<file path="src/rtl/sap_pkg.sv">
// Shared encodings for the SAP micro-step sequencer: opcodes, step values and
// control-word bit positions used by both the decoder and the top-level wiring.
package sap_pkg;

    localparam int unsigned OP_W   = 4;
    localparam int unsigned STEP_W = 3;

    localparam logic [OP_W-1:0] OP_NOP = 4'h0;
    localparam logic [OP_W-1:0] OP_LDA = 4'h1;
    localparam logic [OP_W-1:0] OP_ADD = 4'h2;
    localparam logic [OP_W-1:0] OP_SUB = 4'h3;
    localparam logic [OP_W-1:0] OP_STA = 4'h4;
    localparam logic [OP_W-1:0] OP_LDI = 4'h5;
    localparam logic [OP_W-1:0] OP_JMP = 4'h6;
    localparam logic [OP_W-1:0] OP_JZ  = 4'h7;
    localparam logic [OP_W-1:0] OP_OUT = 4'hE;
    localparam logic [OP_W-1:0] OP_HLT = 4'hF;

    typedef enum logic [STEP_W-1:0] {
        T0 = 3'd0,
        T1 = 3'd1,
        T2 = 3'd2,
        T3 = 3'd3,
        T4 = 3'd4,
        T5 = 3'd5
    } step_e;

    // CW_HALT is internal: it requests the halted bit and never leaves the block.
    localparam int unsigned CW_PC_OUT    = 0;
    localparam int unsigned CW_PC_INC    = 1;
    localparam int unsigned CW_PC_LOAD   = 2;
    localparam int unsigned CW_MAR_WRITE = 3;
    localparam int unsigned CW_MEM_OUT   = 4;
    localparam int unsigned CW_MEM_WRITE = 5;
    localparam int unsigned CW_IR_WRITE  = 6;
    localparam int unsigned CW_IR_OUT    = 7;
    localparam int unsigned CW_A_WRITE   = 8;
    localparam int unsigned CW_A_OUT     = 9;
    localparam int unsigned CW_B_WRITE   = 10;
    localparam int unsigned CW_ALU_OUT   = 11;
    localparam int unsigned CW_ALU_SUB   = 12;
    localparam int unsigned CW_OUT_WRITE = 13;
    localparam int unsigned CW_HALT      = 14;
    localparam int unsigned CW_W         = 15;

endpackage

</file>
<file path="src/rtl/sap_control_sequencer_if.sv">
// Control bundle between the sequencer and the SAP datapath: run/opcode/flag
// in, per-function strobes and debug state out.
interface sap_control_sequencer_if;
    import sap_pkg::*;

    logic              run;
    logic [OP_W-1:0]   ir_opcode;
    logic              zero_flag;
    logic              pc_out;
    logic              pc_inc;
    logic              pc_load;
    logic              mar_write;
    logic              mem_out;
    logic              mem_write;
    logic              ir_write;
    logic              ir_out;
    logic              a_write;
    logic              a_out;
    logic              b_write;
    logic              alu_out;
    logic              alu_sub;
    logic              out_write;
    logic              halted;
    logic [STEP_W-1:0] step;

    modport master (
        input  run, ir_opcode, zero_flag,
        output pc_out, pc_inc, pc_load, mar_write, mem_out, mem_write,
               ir_write, ir_out, a_write, a_out, b_write, alu_out, alu_sub,
               out_write, halted, step
    );

    modport slave (
        output run, ir_opcode, zero_flag,
        input  pc_out, pc_inc, pc_load, mar_write, mem_out, mem_write,
               ir_write, ir_out, a_write, a_out, b_write, alu_out, alu_sub,
               out_write, halted, step
    );

endinterface

</file>
<file path="src/rtl/sap_control_decode.sv">
// Pure decode of (step, opcode, zero_flag) into the raw control word and the
// flag marking the final micro-step of the current instruction.
module sap_control_decode
    import sap_pkg::*;
(
    input  step_e             step,
    input  logic [OP_W-1:0]   opcode,
    input  logic              zero_flag,
    output logic [CW_W-1:0]   cw,
    output logic              last_step
);

    always_comb begin
        cw        = '0;
        last_step = 1'b0;
        case (step)
            T0: begin
                cw[CW_PC_OUT]    = 1'b1;
                cw[CW_MAR_WRITE] = 1'b1;
            end
            T1: begin
                cw[CW_MEM_OUT]  = 1'b1;
                cw[CW_IR_WRITE] = 1'b1;
                cw[CW_PC_INC]   = 1'b1;
            end
            T2: begin
                case (opcode)
                    OP_LDA, OP_ADD, OP_SUB, OP_STA: begin
                        cw[CW_IR_OUT]    = 1'b1;
                        cw[CW_MAR_WRITE] = 1'b1;
                    end
                    OP_LDI: begin
                        cw[CW_IR_OUT]  = 1'b1;
                        cw[CW_A_WRITE] = 1'b1;
                        last_step      = 1'b1;
                    end
                    OP_JMP: begin
                        cw[CW_IR_OUT]  = 1'b1;
                        cw[CW_PC_LOAD] = 1'b1;
                        last_step      = 1'b1;
                    end
                    OP_JZ: begin
                        cw[CW_IR_OUT]  = zero_flag;
                        cw[CW_PC_LOAD] = zero_flag;
                        last_step      = 1'b1;
                    end
                    OP_OUT: begin
                        cw[CW_A_OUT]     = 1'b1;
                        cw[CW_OUT_WRITE] = 1'b1;
                        last_step        = 1'b1;
                    end
                    OP_HLT: begin
                        cw[CW_HALT] = 1'b1;
                        last_step   = 1'b1;
                    end
                    default: last_step = 1'b1;
                endcase
            end
            T3: begin
                case (opcode)
                    OP_LDA: begin
                        cw[CW_MEM_OUT] = 1'b1;
                        cw[CW_A_WRITE] = 1'b1;
                        last_step      = 1'b1;
                    end
                    OP_ADD, OP_SUB: begin
                        cw[CW_MEM_OUT] = 1'b1;
                        cw[CW_B_WRITE] = 1'b1;
                        cw[CW_ALU_SUB] = (opcode == OP_SUB);
                    end
                    OP_STA: begin
                        cw[CW_A_OUT]     = 1'b1;
                        cw[CW_MEM_WRITE] = 1'b1;
                        last_step        = 1'b1;
                    end
                    default: last_step = 1'b1;
                endcase
            end
            T4: begin
                if (opcode == OP_ADD || opcode == OP_SUB) begin
                    cw[CW_ALU_OUT] = 1'b1;
                    cw[CW_A_WRITE] = 1'b1;
                    cw[CW_ALU_SUB] = (opcode == OP_SUB);
                end
                last_step = 1'b1;
            end
            default: last_step = 1'b1;
        endcase
    end

endmodule

</file>
<file path="src/rtl/sap_control_sequencer.sv">
// SAP micro-step sequencer: step counter and sticky halt, with run/reset/halt
// gating applied to the decoded strobes.
module sap_control_sequencer
    import sap_pkg::*;
#(
    parameter int unsigned NSTEP = 6
) (
    input  logic                        clk,
    input  logic                        rst,
    sap_control_sequencer_if.master     bus
);

    step_e            step_q, step_d;
    logic             halted_q, halted_d;
    logic [CW_W-1:0]  cw_raw;
    logic [CW_W-1:0]  cw_c;
    logic             last_step;
    logic             active_c;

    sap_control_decode u_decode (
        .step      (step_q),
        .opcode    (bus.ir_opcode),
        .zero_flag (bus.zero_flag),
        .cw        (cw_raw),
        .last_step (last_step)
    );

    assign active_c = ~rst & bus.run & ~halted_q;
    assign cw_c     = active_c ? cw_raw : '0;

    // Advance while active; a frozen step resumes exactly where it stopped.
    always_comb begin
        step_d   = step_q;
        halted_d = halted_q;
        if (active_c) begin
            if (last_step || (3'(step_q) >= 3'(NSTEP - 1))) begin
                step_d = T0;
            end else begin
                step_d = step_e'(3'(step_q) + 3'd1);
            end
            if (cw_raw[CW_HALT]) begin
                halted_d = 1'b1;
            end
        end
    end

    always_ff @(posedge clk) begin
        if (rst) begin
            step_q   <= T0;
            halted_q <= 1'b0;
        end else begin
            step_q   <= step_d;
            halted_q <= halted_d;
        end
    end

    assign bus.pc_out    = cw_c[CW_PC_OUT];
    assign bus.pc_inc    = cw_c[CW_PC_INC];
    assign bus.pc_load   = cw_c[CW_PC_LOAD];
    assign bus.mar_write = cw_c[CW_MAR_WRITE];
    assign bus.mem_out   = cw_c[CW_MEM_OUT];
    assign bus.mem_write = cw_c[CW_MEM_WRITE];
    assign bus.ir_write  = cw_c[CW_IR_WRITE];
    assign bus.ir_out    = cw_c[CW_IR_OUT];
    assign bus.a_write   = cw_c[CW_A_WRITE];
    assign bus.a_out     = cw_c[CW_A_OUT];
    assign bus.b_write   = cw_c[CW_B_WRITE];
    assign bus.alu_out   = cw_c[CW_ALU_OUT];
    assign bus.alu_sub   = cw_c[CW_ALU_SUB];
    assign bus.out_write = cw_c[CW_OUT_WRITE];
    assign bus.halted    = halted_q;
    assign bus.step      = 3'(step_q);

    // Shared 16-bit bus: never more than one driver per step.
    a_one_bus_driver: assert property (@(posedge clk)
        $onehot0({cw_c[CW_PC_OUT], cw_c[CW_MEM_OUT], cw_c[CW_IR_OUT],
                  cw_c[CW_A_OUT], cw_c[CW_ALU_OUT]}));

endmodule

</file>
<file path="src/flat_wrapper.sv">
// flat-port wrapper written by rule: the top's interface ports become plain ports
module sap_control_sequencer_flat import sap_pkg::*;
#(
    parameter int unsigned NSTEP = 6
)
  (clk, rst, bus_run, bus_ir_opcode, bus_zero_flag, bus_pc_out, bus_pc_inc, bus_pc_load, bus_mar_write, bus_mem_out, bus_mem_write, bus_ir_write, bus_ir_out, bus_a_write, bus_a_out, bus_b_write, bus_alu_out, bus_alu_sub, bus_out_write, bus_halted, bus_step);
  sap_control_sequencer_if bus_i ();
  input  logic clk;
  input  logic rst;
  input wire logic [$bits(bus_i.run)-1:0] bus_run;
  input wire logic [$bits(bus_i.ir_opcode)-1:0] bus_ir_opcode;
  input wire logic [$bits(bus_i.zero_flag)-1:0] bus_zero_flag;
  output wire logic [$bits(bus_i.pc_out)-1:0] bus_pc_out;
  output wire logic [$bits(bus_i.pc_inc)-1:0] bus_pc_inc;
  output wire logic [$bits(bus_i.pc_load)-1:0] bus_pc_load;
  output wire logic [$bits(bus_i.mar_write)-1:0] bus_mar_write;
  output wire logic [$bits(bus_i.mem_out)-1:0] bus_mem_out;
  output wire logic [$bits(bus_i.mem_write)-1:0] bus_mem_write;
  output wire logic [$bits(bus_i.ir_write)-1:0] bus_ir_write;
  output wire logic [$bits(bus_i.ir_out)-1:0] bus_ir_out;
  output wire logic [$bits(bus_i.a_write)-1:0] bus_a_write;
  output wire logic [$bits(bus_i.a_out)-1:0] bus_a_out;
  output wire logic [$bits(bus_i.b_write)-1:0] bus_b_write;
  output wire logic [$bits(bus_i.alu_out)-1:0] bus_alu_out;
  output wire logic [$bits(bus_i.alu_sub)-1:0] bus_alu_sub;
  output wire logic [$bits(bus_i.out_write)-1:0] bus_out_write;
  output wire logic [$bits(bus_i.halted)-1:0] bus_halted;
  output wire logic [$bits(bus_i.step)-1:0] bus_step;
  assign bus_i.run = bus_run;
  assign bus_i.ir_opcode = bus_ir_opcode;
  assign bus_i.zero_flag = bus_zero_flag;
  assign bus_pc_out = bus_i.pc_out;
  assign bus_pc_inc = bus_i.pc_inc;
  assign bus_pc_load = bus_i.pc_load;
  assign bus_mar_write = bus_i.mar_write;
  assign bus_mem_out = bus_i.mem_out;
  assign bus_mem_write = bus_i.mem_write;
  assign bus_ir_write = bus_i.ir_write;
  assign bus_ir_out = bus_i.ir_out;
  assign bus_a_write = bus_i.a_write;
  assign bus_a_out = bus_i.a_out;
  assign bus_b_write = bus_i.b_write;
  assign bus_alu_out = bus_i.alu_out;
  assign bus_alu_sub = bus_i.alu_sub;
  assign bus_out_write = bus_i.out_write;
  assign bus_halted = bus_i.halted;
  assign bus_step = bus_i.step;
  sap_control_sequencer #(.NSTEP(NSTEP)) u_core (.clk(clk), .rst(rst), .bus(bus_i));
endmodule
</file>
<file path="config.mk">
export PLATFORM = sky130hd
export DESIGN_NAME = sap_control_sequencer_flat
export DESIGN_NICKNAME = d
export VERILOG_FILES = /design/src/rtl/sap_pkg.sv /design/src/rtl/sap_control_sequencer_if.sv /design/src/rtl/sap_control_decode.sv /design/src/rtl/sap_control_sequencer.sv /design/src/flat_wrapper.sv
export SDC_FILE = /design/constraint.sdc
export NUM_CORES = 1
export LEC_CHECK = 0
export ABC_AREA = 1
export ABC_CLOCK_PERIOD_IN_PS = 2660
export CORE_AREA = 2 2 41 43
export DETAILED_ROUTE_END_ITERATION = 8
export DIE_AREA = 0 0 43 45
export GPL_TIMING_DRIVEN = 0
export PLACE_DENSITY = 0.75
export SYNTH_ARGS = -nofsm -noshare
export SYNTH_HDL_FRONTEND = slang
export SYNTH_HIERARCHICAL = 1
export SYNTH_SLANG_ARGS = --single-unit
export TNS_END_PERCENT = 5
</file>
<file path="constraint.sdc">
create_clock -name clk -period 2.66 [get_ports clk]
set_input_delay 0.532 -clock clk [delete_from_list [all_inputs] [get_ports clk]]
set_output_delay 0.532 -clock clk [all_outputs]
set_load 0.1 [all_outputs]
</file>
Word level (Yosys, flattened, before mapping)

Index checks and enable logic that the tools add are counted.

Flip-flop bits (word level): 4
Input port bits: 8
Output and inout port bits: 18
Logic and storage cells: 61

$add $sub $neg: 1
Order comparisons: 1
Equality and inequality tests: 13
Mux-type cells: 31
Bitwise gates (word level): 4
Reduce and logical (&&, ||, !) cells: 9

Operators with widths:

| operator                                                         | count |
|---|---|
| 1-bit two-way mux                                                | 19 |
| 4-bit by 3-bit == test with 1-bit output (second input constant) | 4 |
| 14-bit two-way mux                                               | 1 |
| 1-bit one-hot mux with 2 select lines                            | 6 |
| 4-bit by 2-bit == test with 1-bit output (second input constant) | 2 |
| 4-bit == test (second input constant)                            | 2 |
| 3-bit by 2-bit == test with 1-bit output (second input constant) | 2 |
| 1-bit one-hot mux with 3 select lines                            | 2 |
| 6-bit OR reduction                                               | 1 |
| 4-bit by 1-bit == test with 1-bit output (second input constant) | 1 |
| 2-bit two-way mux                                                | 2 |
| 2-bit OR reduction                                               | 2 |
| 4-bit OR reduction                                               | 1 |
| 3-bit by 1-bit adder with 3-bit output (second input constant)   | 1 |
| 3-bit by 1-bit == test with 1-bit output (second input constant) | 1 |
| 3-bit == test (second input constant)                            | 1 |
| 3-bit greater-or-equal comparator (second input constant)        | 1 |
| 3-bit zero test                                                  | 1 |
| 3-bit two-way mux                                                | 1 |
| 3-bit OR reduction                                               | 1 |
| 1-bit AND                                                        | 2 |
| 1-bit logical OR                                                 | 2 |
| 1-bit NOT                                                        | 2 |
| 2-bit AND reduction                                              | 1 |

Depth between registers and ports, before layout

Word-level depth: 6
Mapped depth: 11
Depth with buffers taken out: 10

Hierarchy

The synthesis kept the hierarchy.

By module, submodules not included:

| module                | instances | cells each | area an instance (sq um) | sequential area each (sq um) |
|---|---|---|---|---|
| sap_control_sequencer | 1         | 60         | 330.3                    | 80.1 |
| sap_control_decode    | 1         | 62         | 284.0                    | 0.0 |

Worst setup path before layout

OpenSTA, ideal clock, no wires.

Path type: register to output
From: register u_core.step_q[1], in the netlist u_core/bus.step[1]
To: output port bus_a_out
Arrival: 2858 ps
Setup slack: -730 ps
Cell stages (with the launch flop): 7
Buffers on the path: 0
Path through: dfxtp_1 > nand2_1 > nor2_2 > nand2_1 > o21ai_2 > inv_1 > nor2_1

Longest elaborated chain between the ends: 3

Ends and longest elaborated chain:

| element                                  | line                        | RTL |
|---|---|---|
| start: declaration                       | sap_control_sequencer.sv:13 | `step_e step_q, step_d;` |
| start signal: assignment                 | sap_control_sequencer.sv:52 | `step_q <= step_d;` |
| 3-bit by 2-bit == test with 1-bit output | sap_control_decode.sv:16    | `case (step)` |
| 1-bit one-hot mux with 2 select lines *  | sap_control_decode.sv:16    |  |
| net u_core.cw_raw[9]                     | sap_control_sequencer.sv:15 | `logic [CW_W-1:0] cw_raw;` |
| 14-bit two-way mux *                     | sap_control_sequencer.sv:29 | `assign cw_c = active_c ? cw_raw : '0;` |
| end: declaration                         | flat_wrapper.sv:22          | `output wire logic [$bits(bus_i.a_out)-1:0] bus_a_out;` |

Mark *: on every way through the listed nets, which the timed path passes. The rest lies on a longest branch.

Final worst setup path

From: input port bus_ir_opcode[2]
To: output port bus_out_write

Longest elaborated chain between the ends: 4

Ends and longest elaborated chain:

| element               | line                        | RTL |
|---|---|---|
| start: declaration    | flat_wrapper.sv:11          | `input wire logic [$bits(bus_i.ir_opcode)-1:0] bus_ir_opcode;` |
| 4-bit == test         | sap_control_decode.sv:27    | `case (opcode)` |
| 1-bit two-way mux     | sap_control_decode.sv:27    |  |
| 2-bit two-way mux     | sap_control_decode.sv:16    |  |
| net u_core.cw_raw[13] | sap_control_sequencer.sv:15 |  |
| 14-bit two-way mux    | sap_control_sequencer.sv:29 |  |
| end: declaration      | flat_wrapper.sv:26          | `output wire logic [$bits(bus_i.out_write)-1:0] bus_out_write;` |

The timed path passes the listed nets, and every way through them passes these cells.

==> impl_metrics.tcl <==
set metrics [dict create \
    fin_worst_skew_ns 0.00474 \
    combinationalPowerShare_pct 44.7 \
    ant_nets 0 \
    mostFrequentLayoutCells "inv_1, nand2_1, nor2_2" \
    layout.nets 161 \
    ios 26 \
    final_cells 165 \
    hpwl_um 1080 \
    r2r_cells 9 \
    synth_area_sq_um 614 \
    fillCellCount 152 \
    hold_path.class "reg2reg" \
    grt_pass1_wl_um 2240 \
    overflow 0 \
    irDropWorstVdd_mv 0.316 \
    tightestPinTransition_ns 0.968 \
    grt_util_all_layers_pct 15.0 \
    stdcell_area_sq_um 885 \
    crit_start "bus_ir_opcode[2]" \
    vias 713 \
    synthCells 122 \
    wl_per_cell_um 7.81 \
    crit_end "bus_out_write" \
    diodes 0 \
    cts_buffer_depth 2 \
    maxCapViolCount 0 \
    ys_ff_latch 4 \
    core_sq_mm 0.00147 \
    dp_slack_ns -0.688 \
    wl_um 1290 \
    yosysSeqAreaShare_pct 13.0 \
    setup_viol 0 \
    die_h_um 45 \
    std_cell_rows 14 \
    mostFrequentLayoutCell "inv_1" \
    htreeDepth 1 \
    p_total_uw 255 \
    cp.required_ns 2.13 \
    p_per_area_mw_per_mm2 288 \
    io_buffers 24 \
    postSynthAreaPerCell_sq_um 5.04 \
    grt_max_degree 12 \
    cts_tree "done" \
    p_seq_share_pct 26.8 \
    intPower_uw 146 \
    r2r_start "u_core/bus.step[1]" \
    fin_hold_ws_ns 0.509 \
    clock.fmax_mhz 381 \
    cp-end-kind "output port" \
    synth_cell_type_count 20 \
    clock_latency_ns 0.23 \
    arrival_ns 2.09 \
    place_congestion 0.773 \
    crit_fanout 4 \
    worst_slack_ns 0.0370 \
    route.detailed.drc 0 \
    post-route-period-util_pct 98.6 \
    synth_fp_nets 132 \
    die_x_um 43 \
    slew_violations 0 \
    rsz0062_at_grt "yes" \
    path_clk_slew_ns 0.04 \
    grt_pass1_vias 593 \
    drive_gt1_share_pct 30.9 \
    yosysWarnings 6 \
    numCtsBuffers 3 \
    p_switching_uw 109 \
    period_minus_slack_ns 2.62 \
    slew_headroom_pct 35.3 \
    pwr-share-clk_pct 28.6 \
    vias_per_cell 4.32 \
    worst-r2r-setup-slack_ns 1.28 \
    die_area_sq_mm 0.00194 \
    timing.rr.end "u_core/bus.step[0]" \
    area_delta_synth_final_pct 44.0 \
    grt_antenna_before_repair 0 \
    path_class "in2out" \
    clock-sinks 4 \
    drt_pre_antenna_iters 4 \
    start_util_pct 41.8 \
    status "complete, no violations" \
    switching_share_pct 42.9 \
    cp-start-kind "input pin" \
    root_buffer "clkbuf_4" \
    dp.cells 162 \
    dpl_cell_area_sq_um 910 \
    drt_iter0_drc 11 \
    worstHoldStart "u_core/bus.halted" \
    hold_viol_final 0 \
    p_leak_uw 0.000443 \
]
-- per-layer routing --
metal  track usage (%)  vias up  part of all wire (%)
met5                 0        -                     0
met4              5.45        0                     0
met3              2.40        0                   5.3
met2              27.9       19                    45
met1              17.3      281                    50
li1                  -      413                     -
-- final cells by class --
| class | instances | area, sq um | area share [%] |
|---|---|---|---|
| Buffer | 3 | 23.8 | 2.69 |
| Timing Repair Buffer | 24 | 193 | 21.8 |
| Sequential cell | 4 | 80.1 | 9.05 |
| Tap cell | 16 | 20.0 | 2.26 |
| Multi-Input combinational cell | 81 | 418 | 47.2 |
| Clock buffer | 3 | 22.5 | 2.55 |
| Inverter | 34 | 128 | 14.4 |
-- sequential cells by signal (all words and copies together), names as in the netlist --
register and count:
u_core/bus.halted 1, u_core/bus.step 3
-- power by group through the flow --
stage	logic, uW	clock network [uW]	registers, uW
floorplan	73.0	0	82.7
global placement	116	0	68.9
detailed placement	117	0	69.0
CTS	115	77.0	68.2
global route	124	80.1	68.8
finish	114	72.8	68.3
-- synth_stat cells, drive strengths merged --
cell   instances  area share (%)
o21ai          5             4.7
buf            3             3.9
xor2           1             1.4
nand3          9             7.3
nor2          30              20
nor3           2             1.6
ha             2             4.1
dfxtp          4              13
nand2         27              18
a21oi          5             4.7
inv           34              21
-- how the worst min path moves through the flow --
stage / endpoint / slack [ns] / cells past startpoint
after floorplan: u_core/bus.halted / 0.60 / 1
after global placement: u_core/bus.halted / 0.50 / 2
after detailed placement: u_core/bus.halted / 0.50 / 2
after CTS: u_core/bus.halted / 0.52 / 2
after global routing: u_core/bus.halted / 0.57 / 2
final: u_core/bus.halted / 0.51 / 2
-- worst max-delay path, cell delays in order --
cell and delay, ns:
clkdlybuf4s50_1 0.54, nand2_1 0.10, nor2_1 0.11, nand2_1 0.08, inv_1 0.06, inv_1 0.04, nor2_2 0.08, clkdlybuf4s18_2 0.54
-- per-stage QoR --
stage	TNS, ns	util, %
detailed placement	-8.65	61.8
finish	0	60.1
floorplan	-2.86	-
global route	-0.0836	60.1
global placement	-8.48	61.8
CTS	0	60.7
-- cells by family (layout without fill, tap and decap cells) --
| kind of cell | Yosys count | after routing | share of synthesized area (%) |
|---|---|---|---|
| AOI/OAI and AO/OA | 10 | 10 | 9.37 |
| buffers and inverters | 37 | 64 | 24.6 |
| and+or+nand+nor | 68 | 68 | 47.5 |
| xor gates and xnor gates | 1 | 1 | 1.43 |
| adders and majority gates | 2 | 2 | 4.07 |
| DFF | 4 | 4 | 13.0 |
-- timing repair --
action | CTS | global route
hold buffers | 0 | 0
setup buffers | 0 | 0
setup endpoints to repair | 14 | 13
cloned | 0 | 0
resized for setup | 63 | 15
Power figures use the tool's default switching activity.
